**config.mk**
```make
export PLATFORM = sky130hd
export DESIGN_NAME = fir_mac_param
export DESIGN_NICKNAME = d
export VERILOG_FILES = /design/src/rtl/fir_mac_param.sv
export SDC_FILE = /design/constraint.sdc
export NUM_CORES = 1
export LEC_CHECK = 0
export ABC_AREA = 1
export BUFFER_PORTS_ARGS = -buffer_cell sky130_fd_sc_hd__buf_2
export CAP_MARGIN = 10
export CORE_UTILIZATION = 60
export CTS_BUF_LIST = sky130_fd_sc_hd__clkbuf_16
export DETAILED_ROUTE_END_ITERATION = 6
export PLACE_DENSITY = 0.85
export SYNTH_ARGS = -nofsm -noshare
export SYNTH_HDL_FRONTEND = slang
export SYNTH_SLANG_ARGS = --single-unit
export TNS_END_PERCENT = 20
```
**constraint.sdc**
```tcl
create_clock -name clk -period 8.55 [get_ports clk]
set_clock_uncertainty 0.15 [all_clocks]
set_input_delay 0.4275 -clock clk [delete_from_list [all_inputs] [get_ports clk]]
set_output_delay 0.4275 -clock clk [all_outputs]
set_load 0.005 [all_outputs]
```
**src/rtl/fir_mac_param.sv**
```systemverilog
// FIR filter with runtime-loadable coefficients and one time-shared multiply-accumulate unit.
// Define FIR_SAT_EN for round-half-up plus output saturation; otherwise the output is shifted, truncated and wrapped.
module fir_mac_param #(
  parameter int DATA_W    = 16,
  parameter int COEF_W    = 16,
  parameter int TAPS      = 8,
  parameter int ACC_W     = DATA_W + COEF_W + $clog2(TAPS),
  parameter int OUT_W     = 32,
  parameter int OUT_SHIFT = 0
) (
  input  logic                    clk,
  input  logic                    reset,
  input  logic                    in_valid,
  output logic                    in_ready,
  input  logic [DATA_W-1:0]       in_data,
  input  logic                    coef_we,
  input  logic [$clog2(TAPS)-1:0] coef_addr,
  input  logic [COEF_W-1:0]       coef_data,
  output logic                    out_valid,
  output logic [OUT_W-1:0]        out_data,
  output logic                    busy,
  output logic [1:0]              dbg_state
);
  localparam int K_W    = $clog2(TAPS);
  localparam int PROD_W = DATA_W + COEF_W;
  localparam int EXT_W  = ((ACC_W + 1 > OUT_W) ? ACC_W + 1 : OUT_W) + 1;

  typedef enum logic [1:0] {
    S_IDLE = 2'd0,
    S_MAC  = 2'd1,
    S_OUT  = 2'd2
  } state_e;

  state_e                   state_q, state_d;
  logic [DATA_W-1:0]        x_q [TAPS];
  logic [COEF_W-1:0]        coef_q [TAPS];
  logic signed [ACC_W-1:0]  acc_q, acc_d;
  logic [K_W-1:0]           k_q, k_d;
  logic [OUT_W-1:0]         out_data_q, out_data_d;
  logic                     accept;
  logic                     coef_wr_en;
  logic                     last_tap;
  logic signed [PROD_W-1:0] prod;
  logic signed [ACC_W-1:0]  mac_sum;
  logic signed [EXT_W-1:0]  ext;
  logic [OUT_W-1:0]         scaled;

  // Handshake: a sample transfers on a rising edge where in_valid && in_ready; the source
  // keeps in_data stable while in_valid is high and in_ready is low.
  assign in_ready   = ((state_q == S_IDLE) || (state_q == S_OUT)) && !reset;
  assign busy       = (state_q == S_MAC) && !reset;
  assign out_valid  = (state_q == S_OUT);
  assign out_data   = out_data_q;
  assign dbg_state  = state_q;
  assign accept     = in_valid && in_ready;
  // Coefficients only change outside MAC, so one result never mixes old and new taps.
  assign coef_wr_en = coef_we && in_ready;
  assign last_tap   = (k_q == K_W'(TAPS - 1));

  assign prod    = $signed(x_q[k_q]) * $signed(coef_q[k_q]);
  assign mac_sum = acc_q + ACC_W'(prod);
  assign ext     = EXT_W'(mac_sum);

`ifdef FIR_SAT_EN
  localparam logic signed [EXT_W-1:0] RND =
    (OUT_SHIFT > 0) ? (EXT_W'(1) << ((OUT_SHIFT > 0) ? OUT_SHIFT - 1 : 0)) : '0;
  localparam logic signed [EXT_W-1:0] SAT_MAX = {{(EXT_W - OUT_W + 1){1'b0}}, {(OUT_W - 1){1'b1}}};
  localparam logic signed [EXT_W-1:0] SAT_MIN = ~SAT_MAX;
  logic signed [EXT_W-1:0] shifted;

  always_comb begin
    shifted = (ext + RND) >>> OUT_SHIFT;
    if (shifted > SAT_MAX) begin
      scaled = SAT_MAX[OUT_W-1:0];
    end else if (shifted < SAT_MIN) begin
      scaled = SAT_MIN[OUT_W-1:0];
    end else begin
      scaled = shifted[OUT_W-1:0];
    end
  end
`else
  // EXT_W exceeds OUT_W, so this both sign-extends and wraps as needed.
  assign scaled = OUT_W'(ext >>> OUT_SHIFT);
`endif

  always_comb begin
    state_d    = state_q;
    acc_d      = acc_q;
    k_d        = k_q;
    out_data_d = out_data_q;
    unique case (state_q)
      S_IDLE, S_OUT: begin
        if (accept) begin
          state_d = S_MAC;
          acc_d   = '0;
          k_d     = '0;
        end else begin
          state_d = S_IDLE;
        end
      end
      S_MAC: begin
        acc_d = mac_sum;
        k_d   = k_q + K_W'(1);
        if (last_tap) begin
          state_d    = S_OUT;
          k_d        = '0;
          out_data_d = scaled;
        end
      end
      default: state_d = S_IDLE;
    endcase
  end

  always_ff @(posedge clk) begin
    if (reset) begin
      state_q    <= S_IDLE;
      acc_q      <= '0;
      k_q        <= '0;
      out_data_q <= '0;
      for (int i = 0; i < TAPS; i++) begin
        x_q[i]    <= '0;
        coef_q[i] <= COEF_W'(i + 1);
      end
    end else begin
      state_q    <= state_d;
      acc_q      <= acc_d;
      k_q        <= k_d;
      out_data_q <= out_data_d;
      if (accept) begin
        x_q[0] <= in_data;
        for (int i = 1; i < TAPS; i++) begin
          x_q[i] <= x_q[i-1];
        end
      end
      if (coef_wr_en) begin
        coef_q[coef_addr] <= coef_data;
      end
    end
  end

endmodule

```
==> results of run 1 <==
[area by class of cell]
type / instances / area, sq um
Antenna cell: 1 / 2.50
Sequential cell: 328 / 9130
Tap cell: 539 / 674
Multi-Input combinational cell: 1776 / 13400
Clock inverter: 29 / 253
Fill cell: 3329 / 14400
Clock buffer: 36 / 901
Timing Repair Buffer: 114 / 736
Inverter: 635 / 2380
[what timing repair did]
item                                    in CTS  in global routing
endpoints found under the setup margin       0                  0
hold buffers                                 7                  0
hold endpoints to repair                     7                  0
[critical path: cells and delay by family, from the launching register on]
kind / cells / cell delay (ps)
and+or+nand+nor: 7 / 1520
DFF: 1 / 360
AOI/OAI and AO/OA: 3 / 790
buffers and inverters: 12 / 1550
adders and majority gates: 7 / 3520
[how the worst max path moves through the flow]
stage / startpoint / end / slack (ps) / cells past startpoint
after floorplan: flip-flop / out_data[21]$_SDFFE_PP0P_ / 2240 / 30
after detailed placement: flip-flop / out_data[30]$_SDFFE_PP0P_ / 700 / 30
final: flip-flop / out_data[30]$_SDFFE_PP0P_ / 510 / 29
after CTS: flip-flop / out_data[30]$_SDFFE_PP0P_ / 660 / 30
after global placement: flip-flop / out_data[30]$_SDFFE_PP0P_ / 710 / 30
after global routing: flip-flop / out_data[30]$_SDFFE_PP0P_ / 150 / 29
[Yosys cell counts, drive strengths merged]
| master | number | area [sq um] |
|---|---|---|
| nand4 | 7 | 43.8 |
| a32o | 2 | 20.0 |
| o211ai | 13 | 97.6 |
| o22ai | 30 | 188 |
| buf | 75 | 457 |
| o21bai | 11 | 86.3 |
| o211a | 1 | 10.0 |
| nor2 | 486 | 1840 |
| clkbuf | 34 | 129 |
| clkinv | 1 | 3.75 |
| a31oi | 1 | 6.26 |
| a21oi | 108 | 541 |
| edfxtp | 256 | 7690 |
| nand3b | 1 | 7.51 |
| a21o | 2 | 15.0 |
| a21boi | 1 | 7.51 |
| fa | 292 | 5850 |
| inv | 634 | 2380 |
| o21a | 2 | 15.0 |
| a22oi | 1 | 7.51 |
| xnor2 | 6 | 52.6 |
| nand3 | 72 | 365 |
| ha | 100 | 1250 |
| o32ai | 1 | 8.76 |
| nor3 | 9 | 45.0 |
| nand2 | 411 | 1550 |
| dfxtp | 72 | 1440 |
| or2 | 1 | 6.26 |
| o21ai | 202 | 1190 |
| xor2 | 16 | 140 |
[cell families after synthesis]
family          after synthesis
xor+xnor                     22
fa+ha+maj                   392
flops                       328
compound gates              375
buf+inv                     744
simple gates                987
[registers in the layout, summed over array words and instances (netlist names), named ones only]
register and flops:
coef_q 128, x_q 128, dbg_state 2, k_q 3, out_data 32, acc_q 32
[stage by stage]
stage	hold slack (ps)	area, sq um	setup slack (ps)
final	34.7	27400	514
after global routing	24.0	27400	148
after CTS	1.57	27400	659
after detailed placement	311	26200	704
after global placement	309	26200	708
after floorplan	292	25400	2240
[metal layers]
metal | GRT usage (%) | wire length, microns
met5 | 0 | 0
met4 | 13.9 | 2700
met3 | 5.06 | 4870
met2 | 54.5 | 33100
met1 | 41.4 | 26400
==> flow_summary_export.csv, run 1 <==
group,metric,value,unit
grt,grt-ovfl-total,0,
cts,cts_root_buffer,"clkbuf_16",
synth,syn_area,25400,sq um
synth,yosysWarnings,0,
synth,yosysUniqueCellTypes,43,
drt,dr.first_iter.drc_count,1850,
grt,grt_max_degree,103,
floorplan,ios,76,
layout,layout_common_cells,"inv_1 (601), nor2_1 (483), nand2_1 (405)",
cts,post_cts_resized,0,
cts,postCtsSetupBuffers,0,
drt,drt-vias-per-instance,5.62,
status,status,"finished clean",
setup_path,cp.arrival,8350,ps
synth,synth_cells,2848,
sta,tightestPinTransition,1110,ps
synth,synth_fp_nets,3279,
layout,nets,3322,
synth,ys_seq_area_share,35.9,%
drt,detail_route.wl_per_cell,19.4,microns
setup_path,cp.required,8860,ps
synth,synth-compound-area-share,8.64,%
layout,layout-drive-gt1-share,8.22,%
sta,fmax,124,MHz
drt,drtPass1Iterations,7,
place,hpwl,49900,microns
layout,area_growth,7.87,%
grt,antenna_found_initial,1,
place,gp_congestion,0.962,
setup_path,r2r_cells,29,
worst_hold_path,holdPathStages,3,
cts,cts_buffers,36,
cts,cts.path.max_buffers,3,
drt,vias,19400,
cts,htreeDepth,2,
setup_path,path_common_cell,"inv_1",
synth,yosys.area_share.simple,15.2,%
synth,synth_xor_area_share,0.757,%
setup_path,ff2ff_setup_slack,510,ps
setup_path,worstSetupPathType,"flip-flop to flip-flop",
layout,post_layout_nonfiller_instances,3458,
sta,slew_headroom,26.0,%
floorplan,rows,75,
place,dp.cells,3384,
cts,cts_tree,"built",
sta,layout_min_cycle_time,8040,ps
sta,finalSetupTns,0,ps
synth,syn_avg_cell_area,8.93,sq um
place,portBuffers,75,
synth,synth_top_family_by_area,"adder cells",
grt,grt_first_pass_wirelength,108000,microns
job,maxCapViolations,0,
drt,drc,0,
cts,path_clk_slew,60,ps
cts,clock_latency,570,ps
setup_path,end_kind,"flip-flop",
setup_path,crit_path_start_kind,"flip-flop",
floorplan,die-height,208,microns
sta,rsz0062_at_grt,"no",
layout,utilization,65.6,%
worst_hold_path,holdPathEnd,"x_q[0][11]$_SDFFCE_PN0P_",
setup_path,max_stage_delay,720,ps
sta,period_share,94.0,%
worst_hold_path,hp-class,"input port to flip-flop",
drt,finalWirelength,67000,microns
floorplan,dieArea,43200,sq um
setup_path,r2r_end,"out_data[30]$_SDFFE_PP0P_",
synth,synth_seq_cells,328,
cts,cts_sinks,328,
grt,grt_pass1_vias,20400,
sta,report.final.slew_viol_count,0,
floorplan,core,41900,sq um
grt,track_usage,32.2,%
worst_hold_path,worstHoldStart,"in_data[11]",
synth,yosys.area_share.adder,27.9,%
setup_path,path_max_fanout,37,
sta,finalHoldViolations,0,
drt,ant_nets,0,
floorplan,die_w,208,microns
setup_path,cp_slowest_cell,"fa_1",
floorplan,start_util,60.8,%
layout,final_common_cell,"inv_1",
sta,setup_violations,0,
synth,synthMuxAreaShare,0,%
Power of run 1 is left out: the tool's default activity adds up to more than one toggle a clock period on the data nets, which glitch-free logic cannot reach.
==> run 2: changes to the inputs <==
- CORE_UTILIZATION: 60 -> 35
- PLACE_DENSITY: 0.85 -> 0.58
==> run 2 against run 1 <==
  * Cell area is 1.7% higher
  * Non-clock buffer count stayed put
  * Flip-flop and latch count stayed put
  * Critical path depth is 1 higher
  * Via count is 4.9% lower
  * Die area is 71% higher
  * Final cell count is 12% higher
  * First-iteration DRC count is 31% lower
  * Setup slack better by 450 ps
  * Clock-buffer cell count is 2 higher
==> flow_summary_export.csv, run 2 (same netlist as run 1, synthesis figures left out) <==
group,metric,value,unit
drt,dr.first_iter.drc_count,1283,
layout,final_common_cell,"inv_1",
setup_path,cp.arrival,7890,ps
sta,period_share,88.7,%
setup_path,r2r_cells,30,
cts,postCtsSetupBuffers,0,
floorplan,core,71700,sq um
drt,drc,0,
drt,detail_route.wl_per_cell,17.0,microns
grt,grt_first_pass_wirelength,106000,microns
setup_path,end_kind,"flip-flop",
layout,nets,3324,
cts,cts_tree,"built",
drt,vias,18500,
floorplan,die_w,272,microns
drt,drtPass1Iterations,7,
setup_path,cp_slowest_cell,"dfxtp_4",
setup_path,path_common_cell,"inv_1",
grt,grt_pass1_vias,19200,
sta,layout_min_cycle_time,7590,ps
cts,path_clk_slew,60,ps
sta,rsz0062_at_grt,"no",
floorplan,ios,76,
grt,antenna_found_initial,0,
sta,finalHoldViolations,0,
worst_hold_path,holdPathStages,3,
grt,grt_max_degree,96,
layout,area_growth,9.74,%
setup_path,path_max_fanout,82,
place,hpwl,47900,microns
cts,cts_buffers,38,
grt,grt-ovfl-total,0,
drt,ant_nets,0,
cts,cts.path.max_buffers,3,
floorplan,die-height,272,microns
layout,layout-drive-gt1-share,8.18,%
cts,clock_latency,570,ps
floorplan,start_util,35.5,%
floorplan,dieArea,73800,sq um
cts,cts_sinks,328,
sta,report.final.slew_viol_count,0,
drt,drt-vias-per-instance,4.78,
layout,layout_common_cells,"inv_1 (606), nor2_1 (483), nand2_1 (405)",
sta,finalSetupTns,0,ps
job,maxCapViolations,0,
setup_path,cp.required,8850,ps
grt,track_usage,18.4,%
cts,htreeDepth,2,
cts,hold_buffers,11,
sta,slew_headroom,28.1,%
cts,post_cts_resized,0,
worst_hold_path,hp-class,"input port to flip-flop",
setup_path,crit_path_start_kind,"flip-flop",
cts,cts_root_buffer,"clkbuf_16",
layout,reg_top3,"coef_q x128, x_q x128",
sta,tightestPinTransition,1080,ps
place,gp_congestion,0.906,
sta,fmax,132,MHz
drt,finalWirelength,65800,microns
setup_path,max_stage_delay,580,ps
place,portBuffers,75,
status,status,"finished clean",
sta,setup_violations,0,
floorplan,rows,98,
setup_path,worstSetupPathType,"flip-flop to flip-flop",
layout,n_antenna_cell,0,
-- run 2: cell count changes in the layout (fill, tap and decap cells not counted), moves of 3 or more --
cell	change
clkinv_1	-6
buf_4	-3
clkinv_2	+5
inv_1	+5
dlygate4sd3_1	+4
-- run 2: metal layers --
metal	up-vias	GRT usage (%)	wire, microns
met1	9112	24.4	29000
li1	8842	-	-
met5	-	0	0
met4	0	5.29	1590
met2	448	31.1	31700
met3	78	2.72	3500
-- run 2: stage by stage --
stage / std cells / utilization [%] / worst slack [ps] / cell area [sq um] / hold WS, ps
final: 3870 / 38.9 / 962 / 27900 / 29.8
after detailed placement: 3792 / 37.2 / 1090 / 26700 / 313
after global routing: 3870 / 38.9 / 475 / 27900 / 20.1
after global placement: 3792 / 37.2 / 1100 / 26700 / 310
after floorplan: 2848 / - / 2240 / 25400 / 292
after CTS: 3870 / 38.9 / 1020 / 27900 / 9.92
-- run 2: layout make-up --
| type | instances | area [sq um] |
|---|---|---|
| flip-flops and latches | 328 | 9130 |
| fillers | 7266 | 43800 |
| well taps | 950 | 1190 |
| multi-input cells | 1776 | 13400 |
| clock inverters | 29 | 170 |
| clock buffers | 38 | 951 |
| inverters | 635 | 2380 |
| repair buffers | 114 | 733 |
-- run 2: final timing paths --
check	startpoint	end	slack, ps
worst max-delay path	flip-flop	out_data[22]$_SDFFE_PP0P_	960
worst min-delay path	in_data[13]	x_q[0][13]$_SDFFCE_PN0P_	30
worst max register to register	flip-flop	out_data[22]$_SDFFE_PP0P_	960
worst min register to register	out_data[5]$_SDFFE_PP0P_	out_data[5]$_SDFFE_PP0P_	320
-- run 2: critical path, delay by kind of cell (launching register included) --
kind / cells / cell delay [ps]
AND/OR/NAND/NOR: 8 / 1300
flip-flops: 1 / 580
XOR/XNOR: 1 / 180
AO/OA/AOI/OAI: 4 / 950
adder cells (fa/ha/maj): 7 / 3200
buffers and inverters: 10 / 1070
Power of run 2 is left out for the same reason.
